--- config.mk ---
export PLATFORM = sky130hd
export DESIGN_NAME = uart_tx_arbiter
export DESIGN_NICKNAME = d
export VERILOG_FILES = /design/src/rtl/uart_tx_arbiter.sv
export SDC_FILE = /design/constraint.sdc
export NUM_CORES = 1
export LEC_CHECK = 0
export ABC_CLOCK_PERIOD_IN_PS = 2000
export BUFFER_PORTS_ARGS = -buffer_cell sky130_fd_sc_hd__clkbuf_2
export CAP_MARGIN = 30
export CORE_UTILIZATION = 33
export DETAILED_ROUTE_END_ITERATION = 16
export GPL_TIMING_DRIVEN = 0
export SYNTH_ARGS = -nofsm -noshare
export SYNTH_HDL_FRONTEND = slang
export SYNTH_SLANG_ARGS = --single-unit
--- constraint.sdc ---
create_clock -name clk -period 2 [get_ports clk]
set_input_delay 0.5 -clock clk [delete_from_list [all_inputs] [get_ports clk]]
set_output_delay 0.5 -clock clk [all_outputs]
set_load 0.01 [all_outputs]
--- src/rtl/uart_tx_arbiter.sv ---
// Round-robin arbiter sharing one uart_tx serializer among NUM_REQ byte producers.
// Define UART_ARB_PKT_LOCK_EN to hold the grant on one requester until it sends a byte with req_last.
module uart_tx_arbiter #(
  parameter int NUM_REQ     = 3,
  parameter int ACK_TIMEOUT = 4
) (
  input  logic                       clk,
  input  logic                       rst_n,
  input  logic [NUM_REQ-1:0]         req_valid,
  input  logic [8*NUM_REQ-1:0]       req_data,
  input  logic [NUM_REQ-1:0]         req_last,
  output logic [NUM_REQ-1:0]         req_ready,
  output logic [7:0]                 tx_byte,
  output logic                       tx_start,
  input  logic                       tx_busy,
  output logic [$clog2(NUM_REQ)-1:0] grant_id,
  output logic                       grant_valid,
  output logic                       err_no_busy
);

  localparam int ID_W  = $clog2(NUM_REQ);
  localparam int CNT_W = $clog2(ACK_TIMEOUT + 1);

  typedef enum logic [1:0] {
    ST_IDLE  = 2'd0,
    ST_START = 2'd1,
    ST_ACK   = 2'd2,
    ST_DRAIN = 2'd3
  } state_t;

  state_t           state_r;
  logic [ID_W-1:0]  ptr_r;
  logic [CNT_W-1:0] ack_cnt_r;
  logic [7:0]       tx_byte_r;
  logic             tx_start_r;
  logic [ID_W-1:0]  grant_id_r;
  logic             grant_valid_r;
  logic             err_no_busy_r;

  logic [NUM_REQ-1:0] elig_s;
  logic               win_found_s;
  logic [ID_W-1:0]    win_id_s;
  logic [ID_W-1:0]    ptr_next_s;
  logic [7:0]         win_data_s;
  logic               accept_s;

`ifdef UART_ARB_PKT_LOCK_EN
  logic            lock_r;
  logic [ID_W-1:0] lock_id_r;
  logic            win_last_s;

  // Eligibility: while locked only the lock holder may win.
  always_comb begin
    if (lock_r) begin
      elig_s = req_valid & (NUM_REQ'(1'b1) << lock_id_r);
    end else begin
      elig_s = req_valid;
    end
  end

  // Packet-end flag of the current winner.
  always_comb begin
    win_last_s = 1'b0;
    for (int k = 0; k < NUM_REQ; k++) begin
      if (win_id_s == ID_W'(k)) begin
        win_last_s = req_last[k];
      end else begin
        win_last_s = win_last_s;
      end
    end
  end
`else
  logic unused_last_s;
  assign unused_last_s = ^req_last;

  // Eligibility: every valid requester competes for each byte.
  always_comb begin
    elig_s = req_valid;
  end
`endif

  // Winner search: first eligible index at or above the pointer, else the lowest one below it.
  always_comb begin
    win_found_s = 1'b0;
    win_id_s    = '0;
    for (int k = 0; k < NUM_REQ; k++) begin
      if (!win_found_s && elig_s[k] && (ID_W'(k) >= ptr_r)) begin
        win_found_s = 1'b1;
        win_id_s    = ID_W'(k);
      end else begin
        win_found_s = win_found_s;
      end
    end
    for (int k = 0; k < NUM_REQ; k++) begin
      if (!win_found_s && elig_s[k]) begin
        win_found_s = 1'b1;
        win_id_s    = ID_W'(k);
      end else begin
        win_found_s = win_found_s;
      end
    end
  end

  // Data mux for the winning requester.
  always_comb begin
    win_data_s = 8'h00;
    for (int k = 0; k < NUM_REQ; k++) begin
      if (win_id_s == ID_W'(k)) begin
        win_data_s = req_data[8*k +: 8];
      end else begin
        win_data_s = win_data_s;
      end
    end
  end

  // Pointer successor with wrap at NUM_REQ-1.
  always_comb begin
    if (win_id_s == ID_W'(NUM_REQ - 1)) begin
      ptr_next_s = '0;
    end else begin
      ptr_next_s = win_id_s + 1'b1;
    end
  end

  // Reset gates ready so every output reads 0 while rst_n is low.
  always_comb begin
    accept_s = rst_n && (state_r == ST_IDLE) && !tx_busy && win_found_s;
    if (accept_s) begin
      req_ready = NUM_REQ'(1'b1) << win_id_s;
    end else begin
      req_ready = '0;
    end
  end

  // Arbitration FSM with registered launch, timeout and grant tracking.
  always_ff @(posedge clk or negedge rst_n) begin
    if (!rst_n) begin
      state_r       <= ST_IDLE;
      ptr_r         <= '0;
      ack_cnt_r     <= '0;
      tx_byte_r     <= 8'h00;
      tx_start_r    <= 1'b0;
      grant_id_r    <= '0;
      grant_valid_r <= 1'b0;
      err_no_busy_r <= 1'b0;
`ifdef UART_ARB_PKT_LOCK_EN
      lock_r        <= 1'b0;
      lock_id_r     <= '0;
`endif
    end else begin
      case (state_r)
        ST_IDLE: begin
          tx_start_r <= 1'b0;
          if (accept_s) begin
            state_r       <= ST_START;
            tx_start_r    <= 1'b1;
            tx_byte_r     <= win_data_s;
            grant_id_r    <= win_id_s;
            grant_valid_r <= 1'b1;
`ifdef UART_ARB_PKT_LOCK_EN
            if (win_last_s) begin
              lock_r <= 1'b0;
              ptr_r  <= ptr_next_s;
            end else begin
              lock_r    <= 1'b1;
              lock_id_r <= win_id_s;
            end
`else
            ptr_r <= ptr_next_s;
`endif
          end else begin
            state_r <= ST_IDLE;
          end
        end
        ST_START: begin
          tx_start_r <= 1'b0;
          ack_cnt_r  <= '0;
          state_r    <= ST_ACK;
        end
        ST_ACK: begin
          // Give up if uart_tx never acknowledges; the frame counts as done.
          if (tx_busy) begin
            state_r <= ST_DRAIN;
          end else if (ack_cnt_r == CNT_W'(ACK_TIMEOUT - 1)) begin
            err_no_busy_r <= 1'b1;
            grant_valid_r <= 1'b0;
            state_r       <= ST_IDLE;
          end else begin
            ack_cnt_r <= ack_cnt_r + 1'b1;
          end
        end
        ST_DRAIN: begin
          if (!tx_busy) begin
            grant_valid_r <= 1'b0;
            state_r       <= ST_IDLE;
          end else begin
            state_r <= ST_DRAIN;
          end
        end
        default: begin
          tx_start_r    <= 1'b0;
          grant_valid_r <= 1'b0;
          state_r       <= ST_IDLE;
        end
      endcase
    end
  end

  assign tx_byte     = tx_byte_r;
  assign tx_start    = tx_start_r;
  assign grant_id    = grant_id_r;
  assign grant_valid = grant_valid_r;
  assign err_no_busy = err_no_busy_r;

endmodule

==> flow_metrics.env <==
export IMPL_syn_cell_area_mm2=0.00133
export IMPL_fin_skew_ns=0.00224
export IMPL_initial_core_util_pct=35.4
export IMPL_drt_iter0_drc=63
export IMPL_crit_path_end_kind="output pin"
export IMPL_antenna_found_initial=0
export IMPL_cp_max_fo=2
export IMPL_synth_edf_count=0
export IMPL_clkTransAtPathRegs_ns=0.07
export IMPL_firstDrtPassIters=4
export IMPL_hold_class="in2async"
export IMPL_clockBufferDepth=2
export IMPL_diodes=0
export IMPL_grt_pass1_vias=1288
export IMPL_fmax_mhz=484
export IMPL_cap_violations=0
export IMPL_cts_buffers=3
export IMPL_post_place_cells=235
export IMPL_worstMarginPinSlew_ns=0.498
export IMPL_worstPathRequired_ns=1.50
export IMPL_grt_total_usage_pct=17.9
export IMPL_yosys_most_used_dff="dfrtp_1"
export IMPL_outcome="finished with violations"
export IMPL_via_count=1277
export IMPL_syn_inst=143
export IMPL_routed_via_density=5.15
export IMPL_clk_latency_ns=0.25
export IMPL_critical_path_max_stage_delay_ns=0.41
export IMPL_failed_checks="setup timing"
export IMPL_hold_viol=0
export IMPL_setup_tns_ns=-0.0653
export IMPL_synth_avg_cell_area_um2=9.33
export IMPL_grt_pass1_wl_mm=5.95
export IMPL_crit_chain="inv_2 > ha_4 > nand3b_4 > or2_0 > buf_4 > nor3_4 > buf_2"
export IMPL_leakagePower_uw=0.000869
export IMPL_worstSetupStartpointType="register"
export IMPL_setup_violations=1
export IMPL_p_per_area_mw_per_mm2=1220
export IMPL_fillers=358
export IMPL_rsz0062_at_grt="true"
export IMPL_post_drt_wl_per_cell_um=13.7
export IMPL_yosys_area_top_type_share_pct=37.5
export IMPL_die_area_mm2=0.00430
export IMPL_dpl_hpwl_mm=2.55
export IMPL_clock_sinks=20
export IMPL_finalCriticalPeriod_ns=2.07
export IMPL_drc=0
export IMPL_ant_nets=0
export IMPL_grt_overflow_total=0
export IMPL_nets=241
export IMPL_critPathSlowestCell="dfrtp_1"
export IMPL_critPathKind="reg2out"
export IMPL_htreeDepth=1
export IMPL_drive_above_1_share_pct=44.0
export IMPL_async_flop_share_pct=100
export IMPL_synth_seq_cells=20
export IMPL_cts_tree="yes"
export IMPL_core_mm2=0.00377
export IMPL_fin_ws_ns=-0.0653
export IMPL_portBuffers=44
export IMPL_die_x_um=65.6
export IMPL_synth_top_cell_by_area="dfrtp_1"
export IMPL_max_slew_margin_rel_pct=66.7
export IMPL_gp_congestion=0.780
export IMPL_grt_max_degree=23
export IMPL_p_total_uw=2180
export IMPL_arrival_ns=1.57
export IMPL_yosys_cell_types_count=43
export IMPL_num_io_pins=49
export IMPL_wirelength_mm=3.41
export IMPL_drv_slew=0
export IMPL_die_y_um=65.6
export IMPL_yosys_warnings=0
export IMPL_finalCritPeriodShare_pct=103
export IMPL_seq_area_frac_synth_pct=37.5
export IMPL_ir_worst_vdd_mv=0.435
export IMPL_synth_area_leaders="dfrtp_1, ha_1, nand2_1, a211oi_2, o21ai_0"
export IMPL_rrSetupSlack_ns=0.22
export IMPL_rows=22
export IMPL_root_buffer="clkbuf_8"
export IMPL_postSynthNetCount=182
export IMPL_synthToLayoutAreaGrowth_pct=33.7
export IMPL_final_cells=248
routing by layer:
metal	vias to the layer above	track usage, %	routed length (um)
li1	635	-	-
met2	39	29.3	1660
met4	0	5.43	27
met1	601	24.2	1560
met5	-	0	0
met3	2	2.60	164
Yosys cell counts (all sizes together) (2+ instances only):
library cell  instances
a211oi                7
nor3b                 2
nand2                20
dfrtp                20
o21ai                20
nor3                  5
o211ai                2
inv                   7
a21o                  4
nor2b                 3
ha                    6
o41ai                 2
nand2b                3
nand3b                3
nor2                  7
o31ai                 2
a21oi                11
buf                   6
o31a                  2
cell usage in the layout, fill, tap and decap left out, drive strengths merged:
| cell type | count |
|---|---|
| a211oi | 7 |
| a21o | 4 |
| a21oi | 11 |
| a22oi | 1 |
| a31o | 1 |
| a31oi | 1 |
| a32o | 1 |
| and3 | 1 |
| buf | 18 |
| clkbuf | 46 |
| dfrtp | 20 |
| ha | 6 |
| inv | 7 |
| mux2i | 1 |
| nand2 | 20 |
| nand2b | 3 |
| nand3b | 3 |
| nor2 | 7 |
| nor2b | 3 |
| nor3 | 5 |
| nor3b | 2 |
| nor4 | 1 |
| o211ai | 2 |
| o21ai | 20 |
| o31a | 2 |
| o31ai | 2 |
| o41ai | 2 |
| or2 | 1 |
| xnor2 | 1 |
| xor2 | 1 |
critical path, delay by kind of cell (launching register included):
| family | cells | cell delay (ns) |
|---|---|---|
| buffers and inverters | 3 | 0.39 |
| flip-flops | 1 | 0.41 |
| AND/OR/NAND/NOR | 3 | 0.37 |
| adder cells (fa/ha/maj) | 1 | 0.14 |
state kept, by name (all words and copies together) (netlist names):
name,flops
ack_cnt_r,3
tx_start,1
tx_byte,8
err_no_busy,1
grant_valid,1
ptr_r,2
grant_id,2
state_r,2
metrics by stage:
step / setup slack [ns] / utilization, % / hold slack [ns] / instance area, um^2
detailed placement: -0.463 / 42.8 / 0.473 / 1610
global route: -0.172 / 47.3 / 0.106 / 1780
global placement: -0.432 / 42.8 / 0.450 / 1610
CTS: -0.0723 / 46.5 / 0.103 / 1750
floorplan: 0.0986 / - / 0.204 / 1330
finish: -0.0653 / 47.3 / 0.0984 / 1780
what timing repair did:
| action | CTS | global route |
|---|---|---|
| cloned | 0 | 0 |
| setup endpoints to repair | 3 | 3 |
| gates resized for setup | 8 | 10 |
| pin swaps | 4 | 0 |
| setup buffers | 9 | 1 |
| hold buffers | 0 | 0 |
| endpoints found under the hold margin | 0 | 0 |
layout make-up:
type | instances | area [um^2] | share of cell area (%)
buffer | 7 | 48.8 | 2.74
sequential | 20 | 503 | 28.2
multi-input combinational | 109 | 800 | 44.8
timing repair buffer | 54 | 304 | 17.1
tap | 48 | 60.1 | 3.37
inverter | 7 | 26.3 | 1.47
clock buffer | 3 | 41.3 | 2.32
cells by family (layout without fill, tap and decap cells):
family,count (synthesis),in the layout,share of synthesized area (%)
muxes,1,1,0.750
adders and majority gates,6,6,5.63
buffers and inverters,14,71,5.44
DFF,20,20,37.5
AOI/OAI and AO/OA,54,54,30.1
xor gates and xnor gates,2,2,1.31
and+or+nand+nor,46,46,19.2
power breakdown:
group | switching (uW) | internal [uW]
registers | 136 | 593
clock network | 130 | 134
logic | 622 | 568
worst paths after layout:
check                                  start           end  cells past startpoint
worst min-delay path                   rst_n   grant_id[0]                      1
worst max register to register  ack_cnt_r[0]    state_r[0]                      5
max in group asynchronous              rst_n      ptr_r[0]                      1
worst max-delay path              state_r[0]  req_ready[1]                      7
worst min register to register   err_no_busy   err_no_busy                      1
min in group clk                 err_no_busy   err_no_busy                      1
(Power assumes the default switching activity.)
